<file path="config.mk">
export PLATFORM = sky130hd
export DESIGN_NAME = alu_arbiter
export DESIGN_NICKNAME = d
export VERILOG_FILES = /design/src/rtl/alu_arbiter.sv
export SDC_FILE = /design/constraint.sdc
export NUM_CORES = 1
export LEC_CHECK = 0
export BUFFER_PORTS_ARGS = -buffer_cell sky130_fd_sc_hd__buf_2
export CORE_MARGIN = 8
export CORE_UTILIZATION = 39
export CTS_CLUSTER_SIZE = 25
export DETAILED_ROUTE_END_ITERATION = 10
export PLACE_DENSITY_LB_ADDON = 0.08
export SETUP_SLACK_MARGIN = 0.3
export SYNTH_ARGS = -nofsm -noshare
export SYNTH_HDL_FRONTEND = slang
export SYNTH_SLANG_ARGS = --single-unit
</file>
<file path="constraint.sdc">
create_clock -name clk -period 1.3 [get_ports clk]
set_clock_uncertainty 0.1 [all_clocks]
set_input_delay 0.195 -clock clk [delete_from_list [all_inputs] [get_ports clk]]
set_output_delay 0.195 -clock clk [all_outputs]
set_load 0.01 [all_outputs]
</file>
<file path="src/rtl/alu_arbiter.sv">
// rtl/alu_arbiter.sv - two-port arbiter sharing one combinational RV32 ALU
module alu_arbiter #(
  parameter int XLEN  = 32,
  parameter bit RR_EN = 1'b1
) (
  input  logic            clk,
  input  logic            rst_n,
  input  logic            req0_valid,
  output logic            req0_ready,
  input  logic [XLEN-1:0] req0_op1,
  input  logic [XLEN-1:0] req0_op2,
  input  logic [2:0]      req0_uop,
  input  logic            req0_f7,
  output logic            rsp0_valid,
  input  logic            rsp0_ready,
  output logic [XLEN-1:0] rsp0_data,
  output logic            rsp0_zero,
  input  logic            req1_valid,
  output logic            req1_ready,
  input  logic [XLEN-1:0] req1_op1,
  input  logic [XLEN-1:0] req1_op2,
  input  logic [2:0]      req1_uop,
  input  logic            req1_f7,
  output logic            rsp1_valid,
  input  logic            rsp1_ready,
  output logic [XLEN-1:0] rsp1_data,
  output logic            rsp1_zero,
  output logic [XLEN-1:0] alu_op1,
  output logic [XLEN-1:0] alu_op2,
  output logic [2:0]      alu_uop,
  output logic            alu_f7,
  input  logic [XLEN-1:0] alu_out,
  input  logic            alu_zero
);

  typedef enum logic [1:0] {
    S_IDLE,
    S_EXEC,
    S_RESP
  } state_t;

  state_t          state;
  state_t          state_nxt;
  logic [XLEN-1:0] op1_q;
  logic [XLEN-1:0] op2_q;
  logic [2:0]      uop_q;
  logic            f7_q;
  logic            owner_q;
  logic            last_grant_q;
  logic [XLEN-1:0] data_q;
  logic            zero_q;
  logic            grant0;
  logic            grant1;

  // Pick a winner among the current requesters; on a tie round-robin favours the port not granted last.
  always_comb begin
    grant0 = 1'b0;
    grant1 = 1'b0;
    if (req0_valid && req1_valid) begin
      if (RR_EN && !last_grant_q) begin
        grant1 = 1'b1;
      end else begin
        grant0 = 1'b1;
      end
    end else if (req0_valid) begin
      grant0 = 1'b1;
    end else if (req1_valid) begin
      grant1 = 1'b1;
    end
  end

  // Next-state and handshake/ALU drive; ready is held low while reset is asserted.
  always_comb begin
    state_nxt  = state;
    req0_ready = 1'b0;
    req1_ready = 1'b0;
    rsp0_valid = 1'b0;
    rsp1_valid = 1'b0;
    alu_op1    = '0;
    alu_op2    = '0;
    alu_uop    = 3'b000;
    alu_f7     = 1'b0;
    case (state)
      S_IDLE: begin
        req0_ready = grant0 && rst_n;
        req1_ready = grant1 && rst_n;
        if (grant0 || grant1) begin
          state_nxt = S_EXEC;
        end
      end
      S_EXEC: begin
        alu_op1   = op1_q;
        alu_op2   = op2_q;
        alu_uop   = uop_q;
        alu_f7    = f7_q;
        state_nxt = S_RESP;
      end
      S_RESP: begin
        rsp0_valid = !owner_q;
        rsp1_valid = owner_q;
        if (owner_q ? rsp1_ready : rsp0_ready) begin
          state_nxt = S_IDLE;
        end
      end
      default: begin
        state_nxt = S_IDLE;
      end
    endcase
  end

  // State register; reset drops any in-flight transaction.
  always_ff @(posedge clk) begin
    if (!rst_n) begin
      state <= S_IDLE;
    end else begin
      state <= state_nxt;
    end
  end

  // Operand latch on acceptance, result capture at the end of the ALU cycle.
  always_ff @(posedge clk) begin
    if (!rst_n) begin
      op1_q        <= '0;
      op2_q        <= '0;
      uop_q        <= 3'b000;
      f7_q         <= 1'b0;
      owner_q      <= 1'b0;
      last_grant_q <= 1'b1;
      data_q       <= '0;
      zero_q       <= 1'b0;
    end else begin
      if (state == S_IDLE && (grant0 || grant1)) begin
        op1_q        <= grant1 ? req1_op1 : req0_op1;
        op2_q        <= grant1 ? req1_op2 : req0_op2;
        uop_q        <= grant1 ? req1_uop : req0_uop;
        f7_q         <= grant1 ? req1_f7  : req0_f7;
        owner_q      <= grant1;
        last_grant_q <= grant1;
      end
      if (state == S_EXEC) begin
        data_q <= alu_out;
        zero_q <= alu_zero;
      end
    end
  end

  assign rsp0_data = data_q;
  assign rsp1_data = data_q;
  assign rsp0_zero = zero_q;
  assign rsp1_zero = zero_q;

endmodule

</file>
# Yosys cells after proc, flatten, opt, wreduce, memory -nomap -nowiden
# Cells that the tools add are included.
[classes]
n_mux = 23
n_reduce_logical = 8
n_eq_ne = 4
[ops]
columns = ["operator", "count"]
rows = [
  ["2-to-1 mux 32 bit", 4],
  ["2-to-1 mux 1 bit", 14],
  ["2-to-1 mux 3 bit", 2],
  ["case mux 2 bit (3 select lines)", 1],
  ["logical AND 1 bit", 4],
  ["2-to-1 mux 2 bit", 2],
  ["inequality test 2 bit, second input constant", 2],
  ["equality test 2 x 1 -> 1 bit, second input constant", 1],
  ["equality test 2 bit, second input constant", 1],
  ["logical NOT 2 bit", 1],
  ["AND reduction 2 bit", 1],
  ["logical NOT 1 bit", 1],
  ["logical OR 1 bit", 1],
]
[word_totals]
elab_cells = 44
out_inout_bits = 138
ff_bits = 105

# Depth between registers and ports, before layout
[depth]
ltp_word = 6
depth_mapped = 6

# Least setup slack after synthesis
# Ideal clock, no wire load.
[synth_path]
path_type = "reg-to-output"
start = "reg state[0]"
end = "out alu_op1[0]"
path_slack_ns = -0.089
required_ns = 1.005
n_path_buf = 2
t_arrival_ns = 1.094
path_stages_with_launch = 5
cell_sequence = "dfxtp_1 nor2b_1 buf_2 clkbuf_1 and2_1"
[synth_via]
elab_chain_cells = 2
[synth_rtl]
columns = ["item", "line_no", "source"]
rows = [
  ["start: declaration", "42", "state_t state;"],
  ["start signal: assignment", "116", "state <= state_nxt;"],
  ["equality test 2 x 1 -> 1 bit", "83", "case (state)"],
  ["2-to-1 mux 32 bit", "83", ""],
  ["end: declaration", "28", "output logic [XLEN-1:0] alu_op1,"],
]
# Every way passes these cells.

# Worst setup path after layout
[layout_path]
start = "reg state[1]"
end = "out alu_op1[22]"
# The elaborated chain is that of the path after synthesis.

==> impl_metrics.yaml <==
placed_design:
  gp_congestion: 0.805
  place.port_buffers: 312
  placedInstanceArea_sq_um: 6830
  hpwlAfterDp_mm: 13.8
synth:
  edff_count_synth: 0
  synth_commonest_cells: "204 x nand2_1, 105 x dfxtp_1, 103 x a21oi_1"
  post-synth-top-area-cell: "dfxtp_1"
  synth_top_area_share_pct: 41.0
  synth_most_common_cell: "nand2_1"
  postSynth.topFlopCell: "dfxtp_1"
  ys.warnings.count: 0
  synthesis.instances: 666
  synthArstFlopShare_pct: 0
  synth_sequential_area_ratio_pct: 41.0
  area_of_the_mapped_netlist_sq_um: 5120
  ys_top_cells_by_area: "dfxtp_1 41%, nand2_1 15%, a311oi_1 11%, a21oi_1 10%, and2_1 8.3%"
  total_of_flip_flops_plus_latches_after_synthesis: 105
  post_synth.cell_area_avg_sq_um: 7.69
  syn_nets: 841
  yosys.cell_types.count: 26
layout:
  layout.nets: 1181
  layout.filler_cells: 1052
  layout-area-overhead-vs-synth_pct: 76.4
  drive_above_1_share_pct: 50.0
  fin_area_sq_um: 9040
power:
  p_sw_share_pct: 29.7
  power_per_standard_cell_area_nw_per_um2: 1130
  power.net_switching_w: 0.00303
  power.static_leakage_nw: 4.26
  power.share.combinational_pct: 34.6
  pwr-share-seq_pct: 37.3
  clockPowerShare_pct: 28.0
  vdd_drop_max_uv: 651
  cellInternalPower_w: 0.00717
sta:
  timing.max_slew.rel_slack_pct: 78.8
  hold_viol: 0
  final.setup.worst_slack_ns: -0.442
  timing.final.crit_period_ns: 1.74
  slew_viol_final: 0
  rsz0062_at_grt: "yes"
  whs_ns: 0.00264
  worst-slew-pin-transition_ns: 0.318
  fin_crit_sh_pct: 134
  fmax_mhz: 574
  finalSetupViolCount: 175
die:
  dieArea_sq_um: 17100
  start_util_pct: 39.3
  floorplan.core_area_sq_um: 13000
  ioPinCount: 313
  fp-row-count: 42
  fp.dieH_microns: 131
  die_width_microns: 131
route:
  detail_route.iter0.violations: 340
  viasPerCell: 5.21
  routed-via-count: 6195
  detail_route.drc_violations: 0
  wirelength_mm: 22.8
  routed_wire_length_per_instance_microns: 19.2
  antenna_violating_nets_post_route: 0
  first_pass_iters: 6
clocking:
  worst_setup_hold_path_clk_slew_ns: 0.07
  tritoncts: "done"
  clock_tree.htree_level_count: 3
  clock-sinks: 105
  cts_made_buffers: 9
  cts.root.buffer_cell: "clkbuf_16"
  worst_skew_pair.late_latency_ns: 0.34
  cts-root-to-sink-buffers: 2
grt:
  globalRouteMet1Util_pct: 27.5
  grt_use_total_pct: 23.5
  top_usage_layer: "met2"
  overflow: 0
  grt_first_pass_wirelength_mm: 31.2
  grt_pass1_vias: 6085
  grt.met2_usage_pct: 40.3
  grtUsageMet3_pct: 5.11
  grt_antenna_before_repair: 2
  grt_start_max_net_pins: 63
hold_path:
  hold_path.class: "input port to register"
critical_path:
  worst_ep_required_time_ns: 1.00
  arrival_time_worst_endpoint_ns: 1.45
  critical_path.startpoint_type: "register"
  critical_path_peak_fanout: 9
  endpoint_kind: "primary output"
  worst-setup-path-type: "register to primary output"
outcome:
  failed_checks: "setup timing"
  run_status: "complete, but fails checks"
job:
  max_cap_viol_count: 0
==> kinds of logic after synthesis <==
logic type      after synthesis  share of synthesized area (%)
buf+inv                      98                           11.5
flops                       105                           41.0
mux                           1                          0.195
simple gates                286                           24.8
compound gates              176                           22.5
==> worst max-delay path, cell delays in order (launching register included) <==
cell	delay, ns
dfxtp_4	0.37
nor2b_4	0.13
buf_12	0.17
clkbuf_16	0.17
and2_1	0.13
buf_2	0.14
==> power groups by stage <==
stage | sequential, W | clock [W] | combinational, W
floorplan | 0.00382 | 0 | 0.00142
global placement | 0.00382 | 0 | 0.00218
detailed placement | 0.00383 | 0 | 0.00221
CTS | 0.00377 | 0.00293 | 0.00298
global route | 0.00384 | 0.00304 | 0.00376
finish | 0.00381 | 0.00286 | 0.00353
==> layout make-up <==
| type | instances | area (sq um) | area share [%] |
|---|---|---|---|
| inverter | 2 | 8.76 | 0.0969 |
| tap | 176 | 220 | 2.44 |
| sequential | 105 | 2110 | 23.4 |
| clock buffer | 13 | 270 | 2.99 |
| antenna | 1 | 2.50 | 0.0277 |
| timing repair buffer | 425 | 3580 | 39.6 |
| multi-input combinational | 463 | 2800 | 31.0 |
| clock inverter | 3 | 47.5 | 0.526 |
==> routing by layer <==
layer,up-vias,part of all wire [%],wire (microns)
met5,-,0.053,12
met2,324,50,11500
met4,2,2.4,551
met1,2888,39,8780
li1,2939,-,-
met3,42,8.6,1950
==> state kept, by name, indices dropped and copies added (netlist names) <==
register / cells
f7_q: 1
last_grant_q: 1
op1_q: 32
op2_q: 32
owner_q: 1
rsp0_data: 32
rsp0_zero: 1
state: 2
uop_q: 3
==> repair_timing <==
item | in CTS | in global routing
hold buffers | 41 | 0
resized for setup | 47 | 96
buffers inserted | 13 | 9
gates cloned | 14 | 12
pin swaps | 59 | 29
endpoints found under the hold margin | 39 | 0
endpoints found under the setup margin | 243 | 243
==> final timing paths <==
kind | from | endpoint | cells past startpoint | slack, ns
setup reg to reg | state[0] | op2_q[2] | 9 | -0.39
setup / recovery | state[1] | alu_op1[22] | 5 | -0.44
hold reg to reg | rsp0_data[2] | rsp0_data[2] | 2 | 0.37
hold / removal | alu_out[13] | rsp0_data[13] | 3 | 0.003
==> metrics by stage <==
stage,cells,setup slack (ns),setup TNS [ns],total power (W),utilization [%]
final,1188,-0.442,-51.61,0.0102,69.4
after global routing,1188,-0.500,-62.45,0.0106,69.4
after CTS,1166,-0.438,-52.14,0.00968,63.2
after detailed placement,1082,-0.134,-8.39,0.00604,52.4
after global placement,1082,-0.0818,-4.91,0.00600,52.4
after floorplan,666,0.0367,0,0.00524,-
==> placed cells by master, fill, tap and decap left out, drive strengths merged <==
cell           n
inv            1
clkbuf        21
diode          1
and3b          1
nand3b         1
buf          375
clkinv         3
a21bo          1
nor3           1
a311oi        68
a21boi         1
nand2b         1
and2          68
nor3b          1
nor2b          1
o21ai          3
nand3          1
bufinv         1
or2            2
nor2           5
bufbuf         1
nand2        204
a21oi        103
dlygate4sd3   41
dfxtp        105
mux2i          1
No activity file was read; power rests on OpenSTA's default activity.
